### src/rtl/kf_mac_arbiter_if.sv
// Request/grant/completion bundle between the requesters
// and the shared matrix MAC arbiter.
interface kf_mac_arbiter_if;
  logic       en;
  logic [3:0] req;
  logic       mac_done;
  logic [3:0] gnt;
  logic       mac_start;
  logic [1:0] mac_sel;
  logic [3:0] done;
  logic       err;
  logic       busy;

  modport master (
    output en, req, mac_done,
    input  gnt, mac_start, mac_sel,
    input  done, err, busy
  );

  modport slave (
    input  en, req, mac_done,
    output gnt, mac_start, mac_sel,
    output done, err, busy
  );
endinterface

### src/rtl/kf_mac_arbiter.sv
// Round-robin arbiter for the shared matrix MAC engine:
// one job at a time, done routing and watchdog abort.
module kf_mac_arbiter #(
  parameter int TIMEOUT = 1023,
  parameter int TW      = 10
) (
  input logic             clk,
  input logic             rst_n,
  kf_mac_arbiter_if.slave bus
);
  typedef enum logic [1:0] {
    IDLE, ISSUE, WAIT, RELEASE
  } state_t;

  localparam logic [TW-1:0] TMO = TW'(TIMEOUT);

  state_t        state;
  logic [TW-1:0] wd;
  logic [1:0]    ptr;
  logic [1:0]    pick;
  logic          hit;

  // search ptr+1, ptr+2, ptr+3, then ptr itself
  always_comb begin
    pick = ptr;
    hit  = 1'b0;
    for (int k = 1; k <= 4; k++) begin
      if (!hit && bus.req[ptr + 2'(k)]) begin
        pick = ptr + 2'(k);
        hit  = 1'b1;
      end
    end
  end

  always_ff @(posedge clk or negedge rst_n) begin
    if (!rst_n) begin
      state         <= IDLE;
      bus.gnt       <= '0;
      bus.mac_start <= 1'b0;
      bus.mac_sel   <= '0;
      bus.done      <= '0;
      bus.err       <= 1'b0;
      bus.busy      <= 1'b0;
      wd            <= '0;
      ptr           <= 2'd3;
    end else begin
      bus.mac_start <= 1'b0;
      bus.done      <= '0;
      bus.err       <= 1'b0;
      unique case (state)
        IDLE: begin
          if (bus.en && hit) begin
            state         <= ISSUE;
            bus.gnt       <= 4'b0001 << pick;
            bus.mac_sel   <= pick;
            bus.mac_start <= 1'b1;
            bus.busy      <= 1'b1;
            wd            <= '0;
          end
        end
        ISSUE: begin
          state <= WAIT;
          wd    <= (&wd) ? wd : wd + 1'b1;
        end
        WAIT: begin
          // a completion in the timeout cycle still wins
          if (bus.mac_done) begin
            state    <= RELEASE;
            bus.done <= bus.gnt;
            bus.gnt  <= '0;
            ptr      <= bus.mac_sel;
          end else if (wd >= TMO) begin
            state   <= RELEASE;
            bus.err <= 1'b1;
            bus.gnt <= '0;
            ptr     <= bus.mac_sel;
          end else begin
            wd <= (&wd) ? wd : wd + 1'b1;
          end
        end
        RELEASE: begin
          state    <= IDLE;
          bus.busy <= 1'b0;
        end
      endcase
    end
  end
endmodule

### src/flat_wrapper.sv
// flat-port wrapper written by rule: the top's interface ports become plain ports
module kf_mac_arbiter_flat 
#(
  parameter int TIMEOUT = 1023,
  parameter int TW      = 10
)
  (clk, rst_n, bus_en, bus_req, bus_mac_done, bus_gnt, bus_mac_start, bus_mac_sel, bus_done, bus_err, bus_busy);
  kf_mac_arbiter_if bus_i ();
  input logic clk;
  input logic rst_n;
  input wire logic [$bits(bus_i.en)-1:0] bus_en;
  input wire logic [$bits(bus_i.req)-1:0] bus_req;
  input wire logic [$bits(bus_i.mac_done)-1:0] bus_mac_done;
  output wire logic [$bits(bus_i.gnt)-1:0] bus_gnt;
  output wire logic [$bits(bus_i.mac_start)-1:0] bus_mac_start;
  output wire logic [$bits(bus_i.mac_sel)-1:0] bus_mac_sel;
  output wire logic [$bits(bus_i.done)-1:0] bus_done;
  output wire logic [$bits(bus_i.err)-1:0] bus_err;
  output wire logic [$bits(bus_i.busy)-1:0] bus_busy;
  assign bus_i.en = bus_en;
  assign bus_i.req = bus_req;
  assign bus_i.mac_done = bus_mac_done;
  assign bus_gnt = bus_i.gnt;
  assign bus_mac_start = bus_i.mac_start;
  assign bus_mac_sel = bus_i.mac_sel;
  assign bus_done = bus_i.done;
  assign bus_err = bus_i.err;
  assign bus_busy = bus_i.busy;
  kf_mac_arbiter #(.TIMEOUT(TIMEOUT), .TW(TW)) u_core (.clk(clk), .rst_n(rst_n), .bus(bus_i));
endmodule
### config.mk
export PLATFORM = sky130hd
export DESIGN_NAME = kf_mac_arbiter_flat
export DESIGN_NICKNAME = d
export VERILOG_FILES = /design/src/rtl/kf_mac_arbiter_if.sv /design/src/rtl/kf_mac_arbiter.sv /design/src/flat_wrapper.sv
export SDC_FILE = /design/constraint.sdc
export NUM_CORES = 1
export LEC_CHECK = 0
export CAP_MARGIN = 30
export CORE_MARGIN = 4
export CORE_UTILIZATION = 50
export DETAILED_ROUTE_END_ITERATION = 16
export PLACE_DENSITY = 0.86
export RECOVER_POWER = 100
export SYNTH_ARGS = -nofsm -noshare
export SYNTH_HDL_FRONTEND = slang
export SYNTH_SLANG_ARGS = --single-unit
### constraint.sdc
create_clock -name clk -period 2.8 [get_ports clk]
set_input_delay 0.28 -clock clk [delete_from_list [all_inputs] [get_ports clk]]
set_output_delay 0.28 -clock clk [all_outputs]
set_load 0.05 [all_outputs]
After elaboration in Yosys (flattened, before gate mapping)
Cells that the tools add are included.
{ "classes": {"n_addsub": 4, "magnitude_cmp": 5, "eq_ne": 7, "n_shift": 1, "mux": 40, "n_reduce_logical": 19} }
{ "ops": {"columns": ["cell", "n"], "rows": [
  ["10-bit 2-to-1 mux", 4],
  ["10-bit case mux with 3 select lines", 1],
  ["4-bit 2-to-1 mux", 5],
  ["2-bit 2-to-1 mux", 9],
  ["1-bit 2-to-1 mux", 14],
  ["2-bit by 3-bit less-than comparator with 1-bit output (second input constant)", 4],
  ["10-bit by 1-bit adder with 10-bit output (second input constant)", 1],
  ["10-bit greater-or-equal comparator (second input constant)", 1],
  ["10-bit AND reduction", 1],
  ["1-bit binary-select mux with 2-bit select", 4],
  ["2-bit case mux with 4 select lines", 1],
  ["4-bit case mux with 2 select lines", 1],
  ["2-bit AND reduction", 4],
  ["2-bit nonzero test", 3],
  ["2-bit adder (second input constant)", 2],
  ["2-bit equality test (second input constant)", 2],
  ["1-bit logical AND", 4],
  ["2-bit != test (second input constant)", 2],
  ["4-bit AND reduction", 1],
  ["1-bit by 2-bit << shifter with 4-bit output (first input constant)", 1],
  ["1-bit logical NOT", 3],
  ["3-bit by 2-bit != test with 1-bit output (second input constant)", 1],
  ["3-bit AND reduction", 1],
  ["3-bit nonzero test", 1],
  ["5 further kinds", 5]
]} }
{ "totals": {"register_bits": 27, "inputBits": 8, "out_inout_bits": 13, "wordCells": 85} }

Longest topological paths before layout
{ "logic_depth": {"ltp_word": 16, "ltp_mapped": 8, "ltp_nobuf": 6} }

Least setup slack after synthesis
Ideal clock, no wire load.
{ "synth_timing": {"kind": "reg2reg", "start": "reg u_core.state[0]", "end": "reg u_core.wd[9]", "setup_time_ns": 0.138, "t_arrival_ns": 1.698, "required_ns": 2.662, "path_slack_ns": 0.964, "stages_incl_launch_ff": 9, "path_buffers": 2, "period_less_slack_ns": 1.836, "path_cell_list": "dfrtp_1 > inv_1 > ha_1 > clkbuf_1 > nor2_1 > nor4_1 > buf_2 > or2_1 > o221ai_1"} }
{ "synth_between": {"elab_chain_len": 3, "word_cells_on_any_way": 9, "cone_classes": "eq/ne: 5; mux: 1; reduce/logical: 3"} }
{ "synth_lines": {"columns": ["element", "line", "rtl"], "rows": [
  ["start: declaration", "kf_mac_arbiter.sv:17", "state_t state;"],
  ["start signal: assignment", "kf_mac_arbiter.sv:37", "state <= IDLE;"],
  ["start signal: assignment", "kf_mac_arbiter.sv:53", "state <= ISSUE;"],
  ["start signal: assignment", "kf_mac_arbiter.sv:62", "state <= WAIT;"],
  ["2-bit equality test, or another cell as far along", "kf_mac_arbiter.sv:50", "unique case (state)"],
  ["2-bit != test (no source line), or another cell as far along", null, null],
  ["4-bit AND reduction (no source line)", null, null],
  ["end signal: assignment", "kf_mac_arbiter.sv:63", "wd <= (&wd) ? wd : wd + 1'b1;"],
  ["end signal: assignment", "kf_mac_arbiter.sv:78", "wd <= (&wd) ? wd : wd + 1'b1;"],
  ["end: declaration", "kf_mac_arbiter.sv:18", "logic [TW-1:0] wd;"]
]} }
Several ways; a longest one is shown, not always the timed one.
A chain may end at the register's enable or synchronous reset.

Final worst setup path
{ "layout_timing": {"start": "in bus_req[1]", "end": "reg u_core.state[1]"} }
{ "layout_between": {"elab_chain_len": 15, "word_cells_on_any_way": 21, "cone_classes": "eq/ne: 1; mux: 12; reduce/logical: 8"} }
{ "layout_lines": {"columns": ["element", "line", "rtl"], "rows": [
  ["start: declaration", "flat_wrapper.sv:12", "input wire logic [$bits(bus_i.req)-1:0] bus_req;"],
  ["1-bit binary-select mux with 2-bit select", "kf_mac_arbiter.sv:28", "if (!hit && bus.req[ptr + 2'(k)]) begin"],
  ["1-bit 2-to-1 mux (implied by the code)", "kf_mac_arbiter.sv:28", null],
  ["1-bit 2-to-1 mux", "kf_mac_arbiter.sv:28", null],
  ["1-bit logical NOT", "kf_mac_arbiter.sv:28", null],
  ["1-bit logical AND", "kf_mac_arbiter.sv:28", null],
  ["1-bit 2-to-1 mux", "kf_mac_arbiter.sv:28", null],
  ["1-bit logical NOT", "kf_mac_arbiter.sv:28", null],
  ["1-bit logical AND", "kf_mac_arbiter.sv:28", null],
  ["1-bit 2-to-1 mux", "kf_mac_arbiter.sv:28", null],
  ["1-bit logical NOT", "kf_mac_arbiter.sv:28", null],
  ["1-bit logical AND", "kf_mac_arbiter.sv:28", null],
  ["1-bit 2-to-1 mux *", "kf_mac_arbiter.sv:28", null],
  ["1-bit logical AND *", "kf_mac_arbiter.sv:52", "if (bus.en && hit) begin"],
  ["2-bit by 1-bit != test with 1-bit output (no source line) *", null, null],
  ["2-bit AND reduction (no source line) *", null, null]
]} }
Mark *: on every way between the ends. The rest lies on a longest branch, timed or not. The select of a mux whose other input is x is not followed.

==> out/qor.csv <==
stage;metric;value;unit
yosys;Synth area leader;dfrtp_1;
placement;Detail Placement HPWL;2.32;mm
route;Post-route DRC;0;
layout;Inserted Diodes;0;
clocking;Worst-path clk slew;0.15;ns
route;via-per-instance ratio;6.11;
floorplanning;initial core utilization;53.6;%
sta;Final Hold Slack;0.559;ns
setup_path;cells on worst reg2reg path;7;
layout;Layout area overhead;14.5;%
yosys;mux contribution to synthesized area;5.41;%
sta;Peak Freq;453;MHz
yosys;Mapped Cells;145;
power;pwr/cell area;1020;mW/mm^2
sta;fin. max-slew vios;0;
clocking;CTS tree;built;
yosys;post-synthesis net count;158;
setup_path;Startpoint Class;input pin;
route;Routed Antenna Nets;0;
floorplanning;Std-Cell Core Area;0.00281;mm^2
global_route;first-pass GRT wire length;5.40;mm
yosys;Synth Area in Adders;4.16;%
yosys;asr flop ratio synth;100;%
global_route;pin count of the biggest net entering global routing;28;
power;leakage power;0.810;nW
layout;non-filler cells, final;196;
global_route;antenna violations before repair;0;
yosys;Synth Register Bits;27;
yosys;Synth Area in Compound Gates;21.3;%
setup_path;Levels on crit path;5;
sta;Final Hold Vio Count;0;
setup_path;worst setup path class;input pin to flip-flop;
yosys;Main synth FF type;dfrtp_1;
layout;Final nets;179;
placement;PortBufs;20;
layout;layout cell share with drive strength beyond 1;9.09;%
clocking;CTS buffer count;3;
yosys;Post-synth EDFFs;0;
setup_path;Critical Path Start;bus_req[1];
global_route;GRT Total Usage;17.0;%
global_route;vias in the first global route;1189;
worst_hold_path;HP Class;flip-flop to flip-flop;
placement;GPL Wtd Cong;0.843;
clocking;CTS sink cnt;27;
setup_path;Crit path max-delay family;compound AO/OA/AOI/OAI gates;
yosys;yosys warns;0;
power;VDD IR-drop max;0.000669;V
layout;multi-input logic area;732;um^2
worst_hold_path;Hold Crit Start;u_core.bus.mac_sel[0];
worst_hold_path;Min-Delay Path Depth;1;
clocking;clk buf depth;2;
clocking;Worst-Skew Late Latency;0.34;ns
yosys;post-synthesis simple-gate area fraction;19.6;%
route;number of detailed-route iterations in the first pass;4;
floorplanning;Die Span Y;62.8;um
yosys;most numerous cell in the Yosys netlist;dfrtp_1;
sta;unrepaired setup endpoints after global routing;false;
sta;setup tns final;0;ns
sta;min Tclk post-route;2.21;ns
floorplanning;die area;0.00395;mm^2
sta;Relative slew margins;4.20;%
clocking;Root Driver;clkbuf_4;
clocking;hold-fix buffers at CTS;0;
yosys;Post-Syn Area;0.00150;mm^2
setup_path;Slowest-stage cell, CP;o41ai_1;
setup_path;WP data required;3.04;ns
job;MaxCap Viol Count;0;
yosys;largest family of logic cells by synthesized area;compound AO/OA/AOI/OAI gates;
setup_path;crit end category;flip-flop;
yosys;Synth cell types;44;
route;wire length per cell;15.8;um
setup_path;CP max FO;6;
setup_path;crit-path max cell delay;0.72;ns
setup_path;CP cell instances;clkdlybuf4s50_1 -> o41ai_1 -> and2_0 -> or2_1 -> mux2_1;
sta;# setup viols final;0;
placement;dpl cells;192;
floorplanning;num rows;19;
outcome;outcome;finished, final reports clean;
layout;fill count;241;
sta;Worst Skew;0.000810;ns
global_route;gr ovfl total;0;
clocking;cts repair resizes;0;
setup_path;Worst Path Arrival;2.44;ns
clocking;post-CTS setup repair buffer count;0;
yosys;sequential element share of the synthesized area;45.1;%
sta;Final Cycle Share;78.8;%
floorplanning;die width;62.8;um
yosys;Area contributors post-synth;dfrtp_1 (42%), ha_1 (4.2%), mux2_2 (3.7%), dfstp_2 (3.5%), o31ai_1 (3.5%);
yosys;top cells by count, synth;dfrtp_1 (25), nand2_1 (10), inv_1 (9);
yosys;Synth top area share;41.6;%
layout;Reg area;678;um^2
setup_path;CP Buf/Inv Count;1;
route;WL final;3.10;mm
setup_path;Critical R2R Launch;u_core.state[1];
route;routed via count;1198;
floorplanning;Ports;21;
yosys;syn avg cell area;10.4;um^2
route;1st-iter DRT viols;37;
sta;Worst Tran Pin Value;1.44;ns
clocking;htree depth;1;
yosys;XOR/XNOR Fraction of Synth Area;0;%
==> cell families after synthesis <==
logic type,Yosys count
simple gates,52
compound gates,39
flops,27
buf+inv,15
mux,7
fa+ha+maj,5
==> worst paths after layout <==
path                                      to  slack [ns]
hold reg to reg                u_core.ptr[0]        0.56
setup / recovery             u_core.state[1]        0.59
min in group asynchronous  u_core.bus.gnt[3]        0.79
hold / removal                 u_core.ptr[0]        0.56
setup reg to reg                u_core.wd[9]        0.69
max in group asynchronous       u_core.wd[0]        1.19
==> metal layers <==
metal / global-route usage (%) / up-vias / part of all wire [%]
met1: 21.0 / 585 / 46
met3: 2.88 / 5 / 3.8
met4: 7.44 / 0 / 1.8
met2: 29.0 / 31 / 49
li1: - / 577 / -
met5: 0 / - / 0
==> layout make-up <==
class                   instances  share of cell area (%)
clock buffers                   3                    1.31
clock inverters                 1                   0.291
inverters                       9                    1.96
multi-input cells             103                    42.5
flip-flops and latches         27                    39.4
well taps                      31                    2.25
repair buffers                 22                    12.3
==> stage by stage <==
| step | utilization [%] | setup slack (ns) | power [mW] | cell area [um^2] |
|---|---|---|---|---|
| floorplan | - | 0.964 | 1.38 | 1500 |
| global placement | 61.5 | 0.605 | 1.58 | 1730 |
| detailed placement | 61.5 | 0.520 | 1.63 | 1730 |
| CTS | 62.5 | 0.729 | 1.81 | 1750 |
| global route | 61.4 | 0.364 | 1.88 | 1720 |
| finish | 61.4 | 0.594 | 1.76 | 1720 |
==> worst register-to-register path, delay by kind of cell, from the launching register on <==
family | cells | cell delay, ns
AOI/OAI and AO/OA | 1 | 0.13
DFF | 1 | 0.45
buffers and inverters | 2 | 0.32
adders and majority gates | 1 | 0.56
and+or+nand+nor | 3 | 0.55
==> cell usage in the layout, fill, tap and decap left out, drive strengths merged, types with 3 or more instances in the layout <==
cell and count:
nand3 4, o31ai 7, o21ai 8, nor2b 3
clkbuf 4, mux2 6, ha 5, a21oi 3
dfrtp 25, and3 6, inv 9, clkdlybuf4s50 6
nand2 10, a22o 4, nor2 8, dlygate4sd3 14
a211o 3, and2 4
==> power breakdown <==
part / internal (mW) / switching [mW] / total, mW
clock network: 0.0539 / 0.121 / 0.175
logic: 0.360 / 0.591 / 0.951
registers: 0.518 / 0.113 / 0.630
==> flip-flops by register name (all words and copies together) (netlist names) <==
register	cells
u_core.bus.gnt	4
u_core.wd	10
u_core.bus.busy	1
u_core.bus.err	1
u_core.bus.mac_sel	2
u_core.bus.mac_start	1
u_core.bus.done	4
u_core.ptr	2
u_core.state	2
(Power assumes the default switching activity.)
